===== config.mk =====
export PLATFORM = sky130hd
export DESIGN_NAME = dpe_demultiplexer
export DESIGN_NICKNAME = d
export VERILOG_FILES = /design/src/rtl/dpe_demultiplexer.sv
export SDC_FILE = /design/constraint.sdc
export NUM_CORES = 2
export LEC_CHECK = 0
export CAP_MARGIN = 20
export CORE_UTILIZATION = 51
export CTS_BUF_LIST = sky130_fd_sc_hd__clkbuf_16
export CTS_CLUSTER_DIAMETER = 30
export CTS_CLUSTER_SIZE = 16
export DETAILED_ROUTE_END_ITERATION = 6
export GPL_TIMING_DRIVEN = 0
export PLACE_DENSITY = 0.87
export SYNTH_ARGS = -nofsm -noshare
export SYNTH_HDL_FRONTEND = slang
export SYNTH_HIERARCHICAL = 1
export SYNTH_SLANG_ARGS = --single-unit

===== constraint.sdc =====
create_clock -name clk -period 3 [get_ports clk]
set_clock_uncertainty 0.1 [all_clocks]
set_input_delay 0.45 -clock clk [delete_from_list [all_inputs] [get_ports clk]]
set_output_delay 0.45 -clock clk [all_outputs]
set_load 0.02 [all_outputs]

===== src/rtl/dpe_demultiplexer.sv =====
// ---------------------------------------------------------------------------
// dpe_demultiplexer
//
// Purpose:
//   Egress stage at the tail of the DPE pipeline. Takes the single merged
//   AXI-Stream built by the ingress multiplexer and routes each packet, whole,
//   to one of five egress ports (CPU, ETH_1..ETH_4). The route is chosen from
//   tuser_dst of the first beat and then held for the rest of the packet.
//   Packets whose destination matches no port are consumed and counted in a
//   saturating drop counter. pause/is_idle let software quiesce the block on
//   a packet boundary.
//
// Ports:
//   clk, rst                 shared clock, synchronous active-high reset
//   pause                    stop accepting new packets at the next boundary
//   is_idle                  FSM idle and every egress skid buffer empty
//   drop_cnt                 saturating count of dropped packets
//   from_dpe_*               merged input stream (slave side)
//   to_cpu_*, to_eth_N_*     egress streams (master side), one per port
//
// Each egress has its own skid buffer (dpe_if_skid_buffer below), giving one
// cycle of data latency at full throughput.
// ---------------------------------------------------------------------------

// Two-entry skid buffer: a registered output stage plus one overflow slot.
// s_ready depends only on register state, so the upstream ready path is cut
// while still sustaining one beat per clock.
module dpe_if_skid_buffer #(
  parameter int PW = 8
) (
  input  logic          clk,
  input  logic          rst,
  input  logic          s_valid,
  output logic          s_ready,
  input  logic [PW-1:0] s_data,
  output logic          m_valid,
  input  logic          m_ready,
  output logic [PW-1:0] m_data
);

  logic          out_valid_q;
  logic          skid_valid_q;
  logic [PW-1:0] out_data_q;
  logic [PW-1:0] skid_data_q;

  assign s_ready = !skid_valid_q;
  assign m_valid = out_valid_q;
  assign m_data  = out_valid_q ? out_data_q : '0;

  // A new beat goes straight to the output stage when that stage is empty or
  // draining this cycle; otherwise it parks in the skid slot. When no beat
  // arrives, a draining output stage refills from the skid slot.
  always_ff @(posedge clk) begin
    if (rst) begin
      out_valid_q  <= 1'b0;
      skid_valid_q <= 1'b0;
      out_data_q   <= '0;
      skid_data_q  <= '0;
    end else if (s_valid && s_ready) begin
      if (!out_valid_q || m_ready) begin
        out_valid_q <= 1'b1;
        out_data_q  <= s_data;
      end else begin
        skid_valid_q <= 1'b1;
        skid_data_q  <= s_data;
      end
    end else if (m_ready) begin
      out_valid_q  <= skid_valid_q;
      out_data_q   <= skid_data_q;
      skid_valid_q <= 1'b0;
    end
  end

endmodule

module dpe_demultiplexer #(
  parameter int                DATA_W       = 64,
  parameter int                SRC_W        = 4,
  parameter int                DST_W        = 4,
  parameter int                DROP_CNT_W   = 16,
  parameter logic [DST_W-1:0]  DPE_ADDR_CPU   = 'd0,
  parameter logic [DST_W-1:0]  DPE_ADDR_ETH_1 = 'd1,
  parameter logic [DST_W-1:0]  DPE_ADDR_ETH_2 = 'd2,
  parameter logic [DST_W-1:0]  DPE_ADDR_ETH_3 = 'd3,
  parameter logic [DST_W-1:0]  DPE_ADDR_ETH_4 = 'd4
) (
  input  logic                   clk,
  input  logic                   rst,
  input  logic                   pause,
  output logic                   is_idle,
  output logic [DROP_CNT_W-1:0]  drop_cnt,

  input  logic                   from_dpe_tvalid,
  output logic                   from_dpe_tready,
  input  logic [DATA_W-1:0]      from_dpe_tdata,
  input  logic [DATA_W/8-1:0]    from_dpe_tkeep,
  input  logic                   from_dpe_tlast,
  input  logic [SRC_W-1:0]       from_dpe_tuser_src,
  input  logic [DST_W-1:0]       from_dpe_tuser_dst,

  output logic                   to_cpu_tvalid,
  input  logic                   to_cpu_tready,
  output logic [DATA_W-1:0]      to_cpu_tdata,
  output logic [DATA_W/8-1:0]    to_cpu_tkeep,
  output logic                   to_cpu_tlast,
  output logic [SRC_W-1:0]       to_cpu_tuser_src,
  output logic [DST_W-1:0]       to_cpu_tuser_dst,

  output logic                   to_eth_1_tvalid,
  input  logic                   to_eth_1_tready,
  output logic [DATA_W-1:0]      to_eth_1_tdata,
  output logic [DATA_W/8-1:0]    to_eth_1_tkeep,
  output logic                   to_eth_1_tlast,
  output logic [SRC_W-1:0]       to_eth_1_tuser_src,
  output logic [DST_W-1:0]       to_eth_1_tuser_dst,

  output logic                   to_eth_2_tvalid,
  input  logic                   to_eth_2_tready,
  output logic [DATA_W-1:0]      to_eth_2_tdata,
  output logic [DATA_W/8-1:0]    to_eth_2_tkeep,
  output logic                   to_eth_2_tlast,
  output logic [SRC_W-1:0]       to_eth_2_tuser_src,
  output logic [DST_W-1:0]       to_eth_2_tuser_dst,

  output logic                   to_eth_3_tvalid,
  input  logic                   to_eth_3_tready,
  output logic [DATA_W-1:0]      to_eth_3_tdata,
  output logic [DATA_W/8-1:0]    to_eth_3_tkeep,
  output logic                   to_eth_3_tlast,
  output logic [SRC_W-1:0]       to_eth_3_tuser_src,
  output logic [DST_W-1:0]       to_eth_3_tuser_dst,

  output logic                   to_eth_4_tvalid,
  input  logic                   to_eth_4_tready,
  output logic [DATA_W-1:0]      to_eth_4_tdata,
  output logic [DATA_W/8-1:0]    to_eth_4_tkeep,
  output logic                   to_eth_4_tlast,
  output logic [SRC_W-1:0]       to_eth_4_tuser_src,
  output logic [DST_W-1:0]       to_eth_4_tuser_dst
);

  localparam int KEEP_W  = DATA_W / 8;
  localparam int PW      = DATA_W + KEEP_W + 1 + SRC_W + DST_W;
  localparam int N_PORTS = 5;

  typedef enum logic [1:0] {IDLE, HEAD, FWD, DROP} state_t;

  state_t                state_q;
  state_t                state_d;
  logic [2:0]            sel_q;
  logic [2:0]            dec_idx;
  logic                  dec_hit;
  logic [2:0]            route_idx;
  logic                  route_hit;
  logic                  drop_inc;
  logic [PW-1:0]         in_payload;
  logic [N_PORTS-1:0]    skid_in_valid;
  logic [N_PORTS-1:0]    skid_in_ready;
  logic [PW-1:0]         skid_in_data [N_PORTS];
  logic [N_PORTS-1:0]    eg_valid;
  logic [N_PORTS-1:0]    eg_ready;
  logic [PW-1:0]         eg_data [N_PORTS];

  assign in_payload = {from_dpe_tdata, from_dpe_tkeep, from_dpe_tlast,
                       from_dpe_tuser_src, from_dpe_tuser_dst};

  // Port index 0 is CPU, 1..4 are ETH_1..ETH_4.
  always_comb begin
    dec_hit = 1'b1;
    dec_idx = 3'd0;
    if (from_dpe_tuser_dst == DPE_ADDR_CPU)        dec_idx = 3'd0;
    else if (from_dpe_tuser_dst == DPE_ADDR_ETH_1) dec_idx = 3'd1;
    else if (from_dpe_tuser_dst == DPE_ADDR_ETH_2) dec_idx = 3'd2;
    else if (from_dpe_tuser_dst == DPE_ADDR_ETH_3) dec_idx = 3'd3;
    else if (from_dpe_tuser_dst == DPE_ADDR_ETH_4) dec_idx = 3'd4;
    else                                           dec_hit = 1'b0;
  end

  // The first beat routes on the live decode; later beats use the latched
  // route so a changing tuser_dst mid-packet cannot split the packet.
  always_comb begin
    route_idx     = (state_q == HEAD) ? dec_idx : sel_q;
    route_hit     = (state_q == FWD) || ((state_q == HEAD) && dec_hit);
    skid_in_valid = '0;
    if (route_hit && from_dpe_tvalid) skid_in_valid[route_idx] = 1'b1;
  end

  // Ready back to the merged stream. Dropped beats are always swallowed;
  // routed beats wait on their egress, which blocks every other port too.
  always_comb begin
    from_dpe_tready = 1'b0;
    case (state_q)
      IDLE:    from_dpe_tready = 1'b0;
      HEAD:    from_dpe_tready = dec_hit ? skid_in_ready[dec_idx] : 1'b1;
      FWD:     from_dpe_tready = skid_in_ready[sel_q];
      DROP:    from_dpe_tready = 1'b1;
      default: from_dpe_tready = 1'b0;
    endcase
  end

  // Next-state logic. pause is only honoured between packets: in HEAD when
  // no beat is offered, or right after the last beat of a multi-beat packet.
  always_comb begin
    state_d  = state_q;
    drop_inc = 1'b0;
    case (state_q)
      IDLE: begin
        if (!pause) state_d = HEAD;
      end
      HEAD: begin
        if (from_dpe_tvalid) begin
          if (dec_hit) begin
            if (from_dpe_tready && !from_dpe_tlast) state_d = FWD;
          end else if (from_dpe_tlast) begin
            drop_inc = 1'b1;
          end else begin
            state_d = DROP;
          end
        end else if (pause) begin
          state_d = IDLE;
        end
      end
      FWD: begin
        if (from_dpe_tvalid && from_dpe_tready && from_dpe_tlast)
          state_d = pause ? IDLE : HEAD;
      end
      DROP: begin
        if (from_dpe_tvalid && from_dpe_tlast) begin
          drop_inc = 1'b1;
          state_d  = pause ? IDLE : HEAD;
        end
      end
      default: state_d = IDLE;
    endcase
  end

  // State, latched route and saturating drop counter.
  always_ff @(posedge clk) begin
    if (rst) begin
      state_q  <= IDLE;
      sel_q    <= 3'd0;
      drop_cnt <= '0;
    end else begin
      state_q <= state_d;
      if ((state_q == HEAD) && from_dpe_tvalid && from_dpe_tready && dec_hit)
        sel_q <= dec_idx;
      if (drop_inc && (drop_cnt != '1))
        drop_cnt <= drop_cnt + 1'b1;
    end
  end

  for (genvar i = 0; i < N_PORTS; i++) begin : g_egress
    assign skid_in_data[i] = skid_in_valid[i] ? in_payload : '0;

    dpe_if_skid_buffer #(.PW(PW)) u_skid (
      .clk     (clk),
      .rst     (rst),
      .s_valid (skid_in_valid[i]),
      .s_ready (skid_in_ready[i]),
      .s_data  (skid_in_data[i]),
      .m_valid (eg_valid[i]),
      .m_ready (eg_ready[i]),
      .m_data  (eg_data[i])
    );
  end

  assign eg_ready = {to_eth_4_tready, to_eth_3_tready, to_eth_2_tready,
                     to_eth_1_tready, to_cpu_tready};

  assign to_cpu_tvalid   = eg_valid[0];
  assign to_eth_1_tvalid = eg_valid[1];
  assign to_eth_2_tvalid = eg_valid[2];
  assign to_eth_3_tvalid = eg_valid[3];
  assign to_eth_4_tvalid = eg_valid[4];

  assign {to_cpu_tdata, to_cpu_tkeep, to_cpu_tlast,
          to_cpu_tuser_src, to_cpu_tuser_dst} = eg_data[0];
  assign {to_eth_1_tdata, to_eth_1_tkeep, to_eth_1_tlast,
          to_eth_1_tuser_src, to_eth_1_tuser_dst} = eg_data[1];
  assign {to_eth_2_tdata, to_eth_2_tkeep, to_eth_2_tlast,
          to_eth_2_tuser_src, to_eth_2_tuser_dst} = eg_data[2];
  assign {to_eth_3_tdata, to_eth_3_tkeep, to_eth_3_tlast,
          to_eth_3_tuser_src, to_eth_3_tuser_dst} = eg_data[3];
  assign {to_eth_4_tdata, to_eth_4_tkeep, to_eth_4_tlast,
          to_eth_4_tuser_src, to_eth_4_tuser_dst} = eg_data[4];

  assign is_idle = (state_q == IDLE) && (eg_valid == '0);

endmodule


=== Word-level counts from Yosys, hierarchy flattened ===
Index checks and enable logic that the tools add are counted.

* Bits in registers: 841
* Bits of input ports: 90
* Output and inout bits: 428
* Logic and storage cells: 205

* $add $sub $neg: 1
* $lt $le $gt $ge: 4
* Equal/unequal tests: 24
* Muxes and demuxes: 90
* Bitwise operators: 5
* Reduce and logical (&&, ||, !) cells: 58

{| class="wikitable"
|+ Operators by type and width
! kind !! number
|-
| $mux W81 || 25
|-
| $mux W1 || 44
|-
| $reduce_and A2 Y1 || 15
|-
| $ne A2 B2 Y1 const B || 12
|-
| $mux W3 || 6
|-
| $logic_and A1 B1 Y1 || 17
|-
| $add A16 B1 Y16 const B || 1
|-
| $mux W2 || 8
|-
| $ne A16 B16 Y1 const B || 1
|-
| $lt A3 B4 Y1 const B || 3
|-
| $logic_not A1 Y1 || 11
|-
| $reduce_bool A2 Y1 || 5
|-
| $eq A4 B2 Y1 const B || 2
|-
| $pmux W2 S4 || 1
|-
| $bmux W1 S3 || 2
|-
| $logic_or A1 B1 Y1 || 6
|-
| $reduce_and A6 Y1 || 1
|-
| $logic_not A5 Y1 || 1
|-
| $mux W5 || 1
|-
| $not A1 Y1 || 5
|-
| $eq A2 B2 Y1 const B || 2
|-
| $eq A4 B1 Y1 const B || 1
|-
| $eq A4 B3 Y1 const B || 1
|-
| $logic_not A4 Y1 || 1
|-
| other kinds (10) || 10
|}

=== Logic depth before layout (Yosys ltp) ===
* Depth in word-level cells: 15
* Mapped depth: 12

=== Cells and area by module ===
Netlist, hierarchy kept.

{| class="wikitable"
|+ By module, submodules not included
! module !! times used !! cells an instance !! area an instance (um^2) !! sequential area each (um^2)
|-
| dpe_if_skid_buffer || 5 || 822 || 7808.7 || 3283.1
|-
| dpe_demultiplexer || 1 || 624 || 4204.0 || 420.4
|}

=== Worst setup path before layout ===
Ideal clock, no wire load.

* Kind: input -> register
* Start: in from_dpe_tuser_dst[2]
* End: reg g_egress[2].u_skid.out_data_q[0]
* Library setup time: 0.152 ns
* Data arrival time: 2.640 ns
* Required time: 2.748 ns
* Setup slack: 0.108 ns
* Stages: 12
* Path buffers: 5
* Cells stage by stage: clkbuf_2 > nor3b_1 > mux2i_1 > nand4b_2 > nor2_4 > buf_2 > or3b_1 > buf_6 > nand2b_4 > buf_12 > buf_8 > a221oi_2

* Longest elaborated chain between the ends: 15
* Elaborated cells between the ends (all ways): 32
* Classes of those cells: order compare (2); eq/ne (5); mux (17); reduce/logical (8)

{| class="wikitable"
|+ RTL lines
! element !! line !! source
|-
| start: declaration || 99 || <nowiki>input logic [DST_W-1:0] from_dpe_tuser_dst,</nowiki>
|-
| $eq A4 B3 Y1 || 175 || <nowiki>else if (from_dpe_tuser_dst == DPE_ADDR_ETH_4) dec_idx = 3'd4;</nowiki>
|-
| $mux W3 || 175 ||
|-
| $mux W3 || 174 || <nowiki>else if (from_dpe_tuser_dst == DPE_ADDR_ETH_3) dec_idx = 3'd3;</nowiki>
|-
| $mux W3 || 173 || <nowiki>else if (from_dpe_tuser_dst == DPE_ADDR_ETH_2) dec_idx = 3'd2;</nowiki>
|-
| $mux W3 || 172 || <nowiki>else if (from_dpe_tuser_dst == DPE_ADDR_ETH_1) dec_idx = 3'd1;</nowiki>
|-
| $mux W3 || 171 || <nowiki>if (from_dpe_tuser_dst == DPE_ADDR_CPU) dec_idx = 3'd0;</nowiki>
|-
| $mux W3 || 182 || <nowiki>route_idx = (state_q == HEAD) ? dec_idx : sel_q;</nowiki>
|-
| $lt A3 B4 Y1 (implied by the code) / $ge A3 B1 Y1 (equally long branches) || 185 || <nowiki>if (route_hit && from_dpe_tvalid) skid_in_valid[route_idx] = 1'b1;</nowiki>
|-
| $logic_and A1 B1 Y1 (implied by the code) || 185 ||
|-
| $mux W1 (implied by the code) || 185 ||
|-
| $demux W1 S3 || 185 ||
|-
| $mux W5 * || 185 ||
|-
| net skid_in_valid[2] || 157 || <nowiki>logic [N_PORTS-1:0] skid_in_valid;</nowiki>
|-
| $mux W81 / $logic_and A1 B1 Y1 (equally long branches) || 253, 59 ||
|-
| $mux W81, or another cell as far along || 60 || <nowiki>if (!out_valid_q || m_ready) begin</nowiki>
|-
| $mux W81 / $reduce_and A2 Y1 (equally long branches) || -- ||
|-
| end signal: assignment || 62 || <nowiki>out_data_q <= s_data;</nowiki>
|-
| end signal: assignment || 69 || <nowiki>out_data_q <= skid_data_q;</nowiki>
|-
| end: declaration || 43 || <nowiki>logic [PW-1:0] out_data_q;</nowiki>
|}

Mark *: on every way through the listed nets, which the timed path passes. The rest lies on a longest branch. The select of a mux whose other input is x is not followed.
A chain may end at the register's enable or synchronous reset.

=== Worst setup path after layout ===
* Start: reg state_q[0]
* End: reg g_egress[0].u_skid.out_data_q[39]

* Longest elaborated chain between the ends: 10
* Elaborated cells between the ends (all ways): 19
* Classes of those cells: order compare (2); eq/ne (3); mux (7); reduce/logical (7)

{| class="wikitable"
|+ RTL lines
! element !! line !! source
|-
| start: declaration || 148 || <nowiki>state_t state_q;</nowiki>
|-
| start signal: assignment || 244 || <nowiki>state_q <= state_d;</nowiki>
|-
| $eq A2 B1 Y1 || 182, 183 ||
|-
| $mux W3 || 182 ||
|-
| $lt A3 B4 Y1 (implied by the code) / $ge A3 B1 Y1 (equally long branches) || 185 ||
|-
| $logic_and A1 B1 Y1 (implied by the code) || 185 ||
|-
| $mux W1 (implied by the code) || 185 ||
|-
| $demux W1 S3 || 185 ||
|-
| $mux W5 * || 185 ||
|-
| net skid_in_valid[0] || 157 ||
|-
| $mux W81 / $logic_and A1 B1 Y1 (equally long branches) || 253, 59 ||
|-
| $mux W81, or another cell as far along || 60 ||
|-
| $mux W81 / $reduce_and A2 Y1 (equally long branches) || -- ||
|-
| end signal: assignment || 62 ||
|-
| end signal: assignment || 69 ||
|-
| end: declaration || 43 ||
|}

Marks and branches as above.

==> impl_metrics.env <==
export IMPL_gp_congestion=0.931
export IMPL_cp_max_fo=10
export IMPL_htreeDepth=4
export IMPL_io_pins=518
export IMPL_run_status="complete, but fails checks"
export IMPL_syn_area_per_cell_um2=9.14
export IMPL_synth_seq_cells=841
export IMPL_arrival_ns=3.59
export IMPL_multi_input_area_um2=23400
export IMPL_hold_class="primary input to flop"
export IMPL_path_class="flop to flop"
export IMPL_ys_warnings_count=6
export IMPL_grt_overflow=0
export IMPL_wirelength_mm=167
export IMPL_num_rows=106
export IMPL_synth_fp_nets=4825
export IMPL_chipHeight_um=293
export IMPL_yosys_area_top_type_share=0.389
export IMPL_fin_util=0.680
export IMPL_relSlewSlack=0.173
export IMPL_design_area_um2=57000
export IMPL_start_kind="flop"
export IMPL_start_util=0.516
export IMPL_r2r_worst_path_cells=12
export IMPL_grt_setup_unrepaired="yes"
export IMPL_path_depth=12
export IMPL_cts_tree="done"
export IMPL_synthCells=4734
export IMPL_clock_sinks=841
export IMPL_drt_iter0_markers=4803
export IMPL_clkPwrFrac=0.586
export IMPL_finalWorstPathRequiredPeriod_ns=3.10
export IMPL_grt_max_degree=18
export IMPL_grt_use_total=0.368
export IMPL_yosys_area_top_type="dfxtp_1"
export IMPL_grt_pass1_vias=39000
export IMPL_pwr_share_seq=0.346
export IMPL_regArea_um2=16900
export IMPL_syn2layout_area_growth_pct=31.7
export IMPL_path_cells="nor2b_4 > buf_8 > mux2i_4 > nand4_4 > nor2_4 > buf_6 > or3b_1 > buf_8 > nand2b_4 > buf_12 > buf_8 > a221oi_2"
export IMPL_nets=5581
export IMPL_p_switching_uw=8210
export IMPL_antenna_found_initial=8
export IMPL_final_common_cell="dfxtp_1"
export IMPL_r2r_end="g_egress[0].u_skid/out_data_q[39]"
export IMPL_dieArea_um2=86000
export IMPL_core_region_area_um2=83800
export IMPL_synthTopCellsByArea="dfxtp_1 39%, a221oi_2 14%, and2_1 12%, mux2i_1 9.6%, nand2_1 7.1%"
export IMPL_peakVddDrop_mv=0.532
export IMPL_hold_viol_final=0
export IMPL_ys_flop_type="dfxtp_1"
export IMPL_setup_ws_ns=-0.101
export IMPL_drc=0
export IMPL_mostFrequentLayoutCells="829 x dfxtp_1, 818 x nand2_1, 803 x and2_1, 425 x a21oi_1, 417 x nor2_1"
export IMPL_clk_path_buf_depth=3
export IMPL_finalSetupViolations=166
export IMPL_route_detailed_wl_per_inst_um=24.7
export IMPL_drive_above_1_share=0.204
export IMPL_hpwl_mm=111
export IMPL_crit_family="simple AND/OR/NAND/NOR gates"
export IMPL_async_reset_ff_frac=0
export IMPL_cp_buffers_inverters=5
export IMPL_io_buffers=517
export IMPL_dpl_cell_area_um2=50000
export IMPL_crit_path_frequent_cell="buf_8"
export IMPL_clk_latency_ns=0.77
export IMPL_power_share_combinational=0.068
export IMPL_endpoint="g_egress[0].u_skid/out_data_q[39]"
export IMPL_slowest_stage="or3b_1"
export IMPL_final_antenna_net_count=0
export IMPL_regToRegSetupSlack_ns=-0.10
export IMPL_clkTransAtPathRegs_ns=0.04
export IMPL_leakage_uw=0.0250
export IMPL_fin_crit_sh=1.03
export IMPL_tightest_slew_ns=1.24
export IMPL_max_freq_ghz=0.323
export IMPL_synth_edff_count=0
export IMPL_seq_area_frac_synth=0.389
export IMPL_p_per_area_nw_per_um2=592
export IMPL_root_buffer="clkbuf_16"
export IMPL_num_vias=40800
export IMPL_grt_pass1_wl_mm=238
export IMPL_drt_pass1_iterations=7
export IMPL_drv_slew=0
export IMPL_drv_cap=0
export IMPL_fill_cells=6054
export IMPL_netlist_area_um2=43200
export IMPL_intPower_uw=25500
export IMPL_cp_slowest_stage_delay_ns=0.39
export IMPL_synth_distinct_cells=63
export IMPL_violations="negative setup slack"
export IMPL_via_per_inst=6.02
export IMPL_die_x_um=293
export IMPL_fin_tns_setup_ns=-8.37
export IMPL_netSwitchingFraction=0.244
export IMPL_endpoint_kind="flop"
export IMPL_cts_buffers=171
export IMPL_critPathLaunch="state_q[0]"
export IMPL_required_ns=3.49
export IMPL_rr_startpoint="state_q[0]"
export IMPL_holdBufCountCts=0
## sequential cells by signal (all words and copies together) (netlist names)
signal / flops
drop_cnt: 16
g_egress.u_skid/m_valid: 5
g_egress.u_skid/out_data_q: 405
g_egress.u_skid/skid_data_q: 405
g_egress.u_skid/skid_valid_q: 5
sel_q: 3
state_q: 2
## area by class of cell
| type | instances | area share |
|---|---|---|
| flip-flops and latches | 841 | 0.296 |
| plain buffers | 452 | 0.0615 |
| multi-input cells | 3426 | 0.410 |
| clock buffers | 174 | 0.0764 |
| repair buffers | 587 | 0.101 |
| diodes | 7 | 0.000308 |
| well taps | 1134 | 0.0249 |
| clock inverters | 146 | 0.0289 |
| inverters | 11 | 0.000725 |
## routing by layer
metal,track usage,routed length [um],share of wire,vias up
met5,0,11,0.000066,-
met2,0.553,72400,0.43,2608
met3,0.0880,17700,0.11,692
li1,-,-,-,17900
met4,0.278,14200,0.085,2
met1,0.456,62800,0.38,19600
## power groups by stage
stage	Combinational, uW	Sequential, uW	Clock (uW)
global route	2380	11700	20400
floorplan	1320	11800	0
CTS	2110	11600	19800
global placement	1960	11800	0
detailed placement	2020	11900	0
finish	2300	11700	19800
## worst min-delay path by stage
stage / start / endpoint / slack (ns) / cells past startpoint
2_1_floorplan: g_egress[0].u_skid/skid_data_q[0] / g_egress[0].u_skid/skid_data_q[0] / 0.34 / 2
3_3_place_gp: g_egress[0].u_skid/skid_data_q[61] / g_egress[0].u_skid/skid_data_q[61] / 0.34 / 2
3_5_place_dp: g_egress[1].u_skid/skid_data_q[53] / g_egress[1].u_skid/skid_data_q[53] / 0.35 / 2
4_1_cts: from_dpe_tlast / state_q[1] / 0.29 / 2
5_1_grt: from_dpe_tuser_dst[0] / sel_q[0] / 0.16 / 4
6_report: from_dpe_tuser_dst[0] / sel_q[0] / 0.16 / 4
## cells in the mapped netlist (all sizes together) (11+ instances only)
| master | instances |
|---|---|
| clkbuf | 236 |
| nand3 | 12 |
| inv | 11 |
| nand2 | 818 |
| nor2 | 421 |
| and2 | 806 |
| dfxtp | 841 |
| mux2i | 416 |
| a21oi | 425 |
| a221oi | 405 |
| buf | 220 |
| nand2b | 11 |
## cell families after synthesis
logic type                 Yosys count  synth area share
and+or+nand+nor                   2136             0.241
AOI/OAI and AO/OA                  862             0.195
DFF                                841             0.389
buffers and inverters              467            0.0753
muxes                              420            0.0976
xor gates and xnor gates             7           0.00142
adders and majority gates            1          0.000289
## repair_timing
action	4_1_cts	5_1_grt
resized for setup	469	103
setup endpoints to repair	1227	770
buffers inserted	20	23
gates cloned	3	13
pin swaps	7	11
## stage by stage
stage	worst slack [ns]	hold slack, ns	cells	total power [uW]
floorplan	0.108	0.336	4734	13100
global placement	-1.69	0.340	6385	13800
detailed placement	-1.72	0.346	6395	13900
CTS	-0.0540	0.293	6735	33500
global route	-0.145	0.158	6772	34500
finish	-0.101	0.158	6778	33700
## worst min-delay path, stage by stage
cell	delay, ns
dlymetal6s2s_1	0.18
nor3b_4	0.19
nand3_1	0.08
a21oi_1	0.06
Note: power is estimated with default switching activity, not from simulation.
